<file path="src/rtl/calculator_pkg.sv">
// Shared widths and state encoding for the calculator datapath.
package calculator_pkg;

  localparam int unsigned DATA_W        = 32;
  localparam int unsigned MEM_WORD_SIZE = 64;
  localparam int unsigned ADDR_W        = 9;
  localparam int unsigned HALF_W        = MEM_WORD_SIZE / 2;

  typedef enum logic [2:0] {
    BUF_IDLE,
    BUF_LO,
    BUF_HI,
    BUF_WR,
    BUF_DONE
  } buf_state_t;

endpackage

</file>
<file path="src/rtl/result_buffer.sv">
// Packs pairs of adder sums into SRAM words and writes them across a line range.
module result_buffer
  import calculator_pkg::*;
(
  input  logic                     clk_i,
  input  logic                     rst_ni,
  input  logic                     start_i,
  input  logic [ADDR_W-1:0]        start_addr_i,
  input  logic [ADDR_W-1:0]        end_addr_i,
  input  logic                     flush_i,
  input  logic                     in_valid_i,
  input  logic [DATA_W-1:0]        in_data_i,
  output logic                     in_ready_o,
  output logic                     wr_en_o,
  output logic [ADDR_W-1:0]        wr_addr_o,
  output logic [MEM_WORD_SIZE-1:0] wr_data_o,
  input  logic                     mem_gnt_i,
  output logic                     busy_o,
  output logic                     done_o,
  output logic [ADDR_W:0]          words_o
);

  if (HALF_W != DATA_W) begin : g_width_check
    $error("result_buffer: MEM_WORD_SIZE must be twice DATA_W");
  end

  buf_state_t               state_q;
  logic [ADDR_W-1:0]        addr_q;
  logic [ADDR_W-1:0]        last_q;
  logic [MEM_WORD_SIZE-1:0] data_q;
  logic [ADDR_W:0]          words_q;
  logic                     finish_q;
  logic                     beat;

  assign beat = in_valid_i && in_ready_o;

  // All outputs decode directly from registered state, so they are glitch-free.
  assign in_ready_o = (state_q == BUF_LO) || (state_q == BUF_HI);
  assign wr_en_o    = (state_q == BUF_WR);
  assign busy_o     = (state_q != BUF_IDLE);
  assign done_o     = (state_q == BUF_DONE);
  assign wr_addr_o  = addr_q;
  assign wr_data_o  = data_q;
  assign words_o    = words_q;

  always_ff @(posedge clk_i or negedge rst_ni) begin
    if (!rst_ni) begin
      state_q  <= BUF_IDLE;
      addr_q   <= '0;
      last_q   <= '0;
      data_q   <= '0;
      words_q  <= '0;
      finish_q <= 1'b0;
    end else begin
      unique case (state_q)
        BUF_IDLE: begin
          if (start_i) begin
            addr_q   <= start_addr_i;
            last_q   <= end_addr_i;
            words_q  <= '0;
            finish_q <= 1'b0;
            state_q  <= BUF_LO;
          end
        end
        BUF_LO: begin
          if (beat) begin
            // Upper half cleared here so a flush sealing this beat writes zeros above it.
            data_q <= {HALF_W'(0), in_data_i};
            if (flush_i) begin
              finish_q <= 1'b1;
              state_q  <= BUF_WR;
            end else begin
              state_q  <= BUF_HI;
            end
          end else if (flush_i) begin
            state_q <= BUF_DONE;
          end
        end
        BUF_HI: begin
          if (beat) begin
            data_q[MEM_WORD_SIZE-1:HALF_W] <= in_data_i;
            finish_q <= flush_i;
            state_q  <= BUF_WR;
          end else if (flush_i) begin
            data_q[MEM_WORD_SIZE-1:HALF_W] <= '0;
            finish_q <= 1'b1;
            state_q  <= BUF_WR;
          end
        end
        BUF_WR: begin
          if (mem_gnt_i) begin
            words_q <= words_q + (ADDR_W + 1)'(1);
            if (finish_q || (addr_q == last_q)) begin
              state_q <= BUF_DONE;
            end else begin
              addr_q  <= addr_q + ADDR_W'(1);
              state_q <= BUF_LO;
            end
          end
        end
        BUF_DONE: begin
          state_q <= BUF_IDLE;
        end
        default: begin
          state_q <= BUF_IDLE;
        end
      endcase
    end
  end

  // A pending write must not change under the arbiter's feet.
  a_wr_stable: assert property (@(posedge clk_i) disable iff (!rst_ni)
    (wr_en_o && !mem_gnt_i) |=> (wr_en_o && $stable(wr_addr_o) && $stable(wr_data_o)));

  a_ready_excl: assert property (@(posedge clk_i) disable iff (!rst_ni)
    !(in_ready_o && wr_en_o));

endmodule

</file>
<file path="config.mk">
export PLATFORM = sky130hd
export DESIGN_NAME = result_buffer
export DESIGN_NICKNAME = d
export VERILOG_FILES = /design/src/rtl/calculator_pkg.sv /design/src/rtl/result_buffer.sv
export SDC_FILE = /design/constraint.sdc
export NUM_CORES = 1
export LEC_CHECK = 0
export ABC_AREA = 1
export BUFFER_PORTS_ARGS = -buffer_cell sky130_fd_sc_hd__buf_2
export CAP_MARGIN = 0
export CORE_MARGIN = 2
export CORE_UTILIZATION = 32
export CTS_CLUSTER_SIZE = 12
export DETAILED_ROUTE_END_ITERATION = 7
export PLACE_DENSITY_LB_ADDON = 0.3
export SYNTH_ARGS = -nofsm -noshare
export SYNTH_HDL_FRONTEND = slang
export SYNTH_SLANG_ARGS = --single-unit
</file>
<file path="constraint.sdc">
create_clock -name clk_i -period 3.74 [get_ports clk_i]
set_clock_uncertainty 0.1 [all_clocks]
set_input_delay 0.561 -clock clk_i [delete_from_list [all_inputs] [get_ports clk_i]]
set_output_delay 0.561 -clock clk_i [all_outputs]
set_load 0.01 [all_outputs]
</file>
==> key figures <==
Critical path
  • Crit end category: primary output
  • Reg-to-Reg Start: state_q[2]
  • Worst-case reg-to-reg path depth: 10
  • Data arrival, critical path: 1560 ps
  • CP Max Fanout: 14
  • CP max-delay cell: dfrtp_1
  • Delay of the slowest cell on the worst path: 410 ps
  • Critical path startpoint category: register
  • CP required: around 3000 ps
  • Critical setup path kind: reg -> out
  • Worst reg2reg setup slack: between 1500 and 2000 ps
  • RR Endpoint: words_o[7]
  • Worst path cell trace: inv_1, nand3_2, inv_2, buf_2

Route
  • Via-to-Cell Ratio: approximately 4.6
  • DR DRC count: 0
  • Routed WL: 11100 µm
  • Final ANT Viol Nets: 0
  • DRC marker count from the first detailed-route iteration: about 170
  • Avg WL per Cell: between 10 and 15 µm
  • Vias: between 3000 and 4000
  • Router iterations before antenna repair: 5

Worst hold path
  • Worst Hold Class: in -> async

Logic synthesis
  • Most numerous cell in the Yosys netlist: nand2_1
  • Post-synth top flop: dfrtp_1
  • Top post-synthesis cells by area: dfrtp_1 (57%), nand2_1 (14%), o21ai_0 (6.5%)
  • Synth top area share: a little under three fifths
  • Post-synth EDFFs: 0
  • Yosys synthesis warning count: 0
  • Post-synth cell types: 28
  • Commonest cells in the netlist: nand2_1 (155), dfrtp_1 (96), inv_1 (63), o21ai_0 (55), o21ai_1 (31)
  • Mapped Cells: between 500 and 600
  • Mapped Nets: about 560
  • Sequential share of the synthesized area: a little under three fifths
  • Seq cells post-synth: 96
  • Async set or reset register ratio after synthesis: 100%
  • Synth area leader: dfrtp_1
  • Mean post-synth cell area: between 8 and 9 µm²
  • Area of the mapped netlist: roughly 4200 µm²

CTS
  • Worst skew pair latency: ~340 ps
  • Clock sink count: 96
  • Max clock buf depth: 2
  • CTS tree: done
  • Hold_buf cts: 0
  • Inserted Clock Buffers: 9
  • Register clock-pin slew on the reported worst setup and hold paths: roughly 60 ps
  • Max H-tree Level: 3
  • CTS resizes: 0
  • Buffer count from post-CTS setup fixing: 0
  • Root Buffer: clkbuf_16

Floorplan
  • Core Region: 13100 µm²
  • Die X: 119 µm
  • Die height: 119 µm
  • Die Area: roughly 14000 µm²
  • Initial Utilization: roughly a third
  • Standard-cell rows: 42
  • I/O Pins: 143

Run
  • Max-cap violation count: 0

Global routing
  • Total Routing Usage GR: between 10% and 20%
  • Initial antenna violation count: 0
  • First-pass GRT wire length: 18500 µm
  • Number of global-route vias before repair: 3759
  • Gr ovfl total: 0
  • Largest net degree at the start of global routing: between 60 and 70

STA
  • Slew HR: 33.9%
  • Fmax: approximately 450 MHz
  • Tcrit/Tclk final: 59.3%
  • RSZ-0062 raised after global routing: no
  • Setup TNS: 0 ps
  • Final setup vio count: 0
  • Hold Vio Cnt, Final: 0
  • Final Max Slew Viols: 0
  • Crit path time final: 2220 ps
  • Worst Max-Slew Pin Slew: slightly below 1000 ps

Pwr
  • LEAKAGE: ~2.9 nW
  • Total power: roughly 4.4 mW
  • Pwr Density: approximately 800 nW/µm²
  • Max VDD drop: 0.329 mV

Cells and area
  • Layout cells sized above 1: a little over a quarter
  • Fin nets: around 700
  • N_diodes: 0
  • Area delta synth->final: 26.3%
  • # fillers: about 1300

Run status
  • Status: completed

Placed design
  • I/O Buffers: between 100 and 150
  • Hpwl dp: between 7000 and 8000 µm
  • Last weighted congestion value of the routability-driven placer: 0.848
==> worst max-delay path: cells and delay by family, from the launching register on <==
family                 cells  cell delay, ps
AND/OR/NAND/NOR            1             240
flip-flops                 1             410
buffers and inverters      3             580
==> placed cells by master (no fill, tap or decap), drive strengths merged <==
master    netlist  layout
nand2         159     159
buf             7     144
dfrtp          96      96
o21ai          86      86
inv            67      67
nand3          20      20
nor2           15      15
a21oi          12      12
nor3           12      12
clkbuf         12       9
xnor2           4       4
xor2            3       3
a31oi           3       3
nand4           2       2
ha              2       2
clkinv          0       2
clkinvlp        0       2
nor4            1       1
nand3b          1       1
o211ai          1       1
==> power by group <==
| part | total (mW) | leakage, nW | switching, mW | internal [mW] |
|---|---|---|---|---|
| combinational | 1.78 | 1.58 | 1.13 | 0.655 |
| clock | 0.825 | 0.119 | 0.388 | 0.437 |
| sequential | 1.78 | 1.24 | 0.318 | 1.46 |
| total | 4.39 | 2.94 | 1.83 | 2.56 |
==> sequential cells by signal, indices dropped and copies added, names as in the netlist <==
signal     flops
wr_data_o     64
finish_q       1
state_q        3
words_o       10
last_q         9
wr_addr_o      9
==> cell type report <==
class | instances | area [µm²] | share of cell area (%)
Clock buffer | 9 | 225 | 4.21
Tap cell | 176 | 220 | 4.11
Multi-Input combinational cell | 321 | 1490 | 27.8
Sequential cell | 96 | 2400 | 44.9
Inverter | 67 | 251 | 4.70
Timing Repair Buffer | 144 | 741 | 13.8
Clock inverter | 4 | 25.0 | 0.467
==> cell families (layout without fill, tap and decap cells) <==
kind of cell             after synthesis  in the layout  share of synthesized area [%]
adder cells (fa/ha/maj)                2              2                          0.590
buffers and inverters                 86            224                           8.29
AO/OA/AOI/OAI                        102            102                           12.2
flip-flops                            96             96                           56.6
XOR/XNOR                               7              7                           1.45
AND/OR/NAND/NOR                      210            210                           20.9
==> how the worst max path moves through the flow <==
stage	slack, ps	end	start	cells after the start
final	1520	wr_en_o	state_q[2]	4
after global routing	1420	wr_en_o	state_q[2]	4
after CTS	1520	wr_en_o	state_q[2]	4
after detailed placement	1660	wr_data_o[57]	in_valid_i	5
after global placement	1740	wr_data_o[48]	in_valid_i	5
after floorplan	2190	words_o[7]	state_q[0]	8
==> metal layers <==
metal / up-vias / global-route usage (%) / routed length, µm
li1: 1864 / - / -
met1: 1738 / 21.1 / 5170
met2: 121 / 25.3 / 4950
met3: 11 / 5.46 / 891
met4: 0 / 6.55 / 113
met5: - / 0 / 0
==> stage by stage <==
step / hold slack (ps) / util (%) / cells / worst slack, ps / area [µm²]
2_1_floorplan: 165 / - / 503 / 2190 / 4240
3_3_place_gp: 361 / 39.0 / 804 / 1740 / 5100
3_5_place_dp: 371 / 39.0 / 804 / 1660 / 5100
4_1_cts: 180 / 40.9 / 817 / 1520 / 5360
5_1_grt: 203 / 40.9 / 817 / 1420 / 5360
6_report: 155 / 40.9 / 817 / 1520 / 5360
Note: power is estimated with default switching activity, not from simulation.
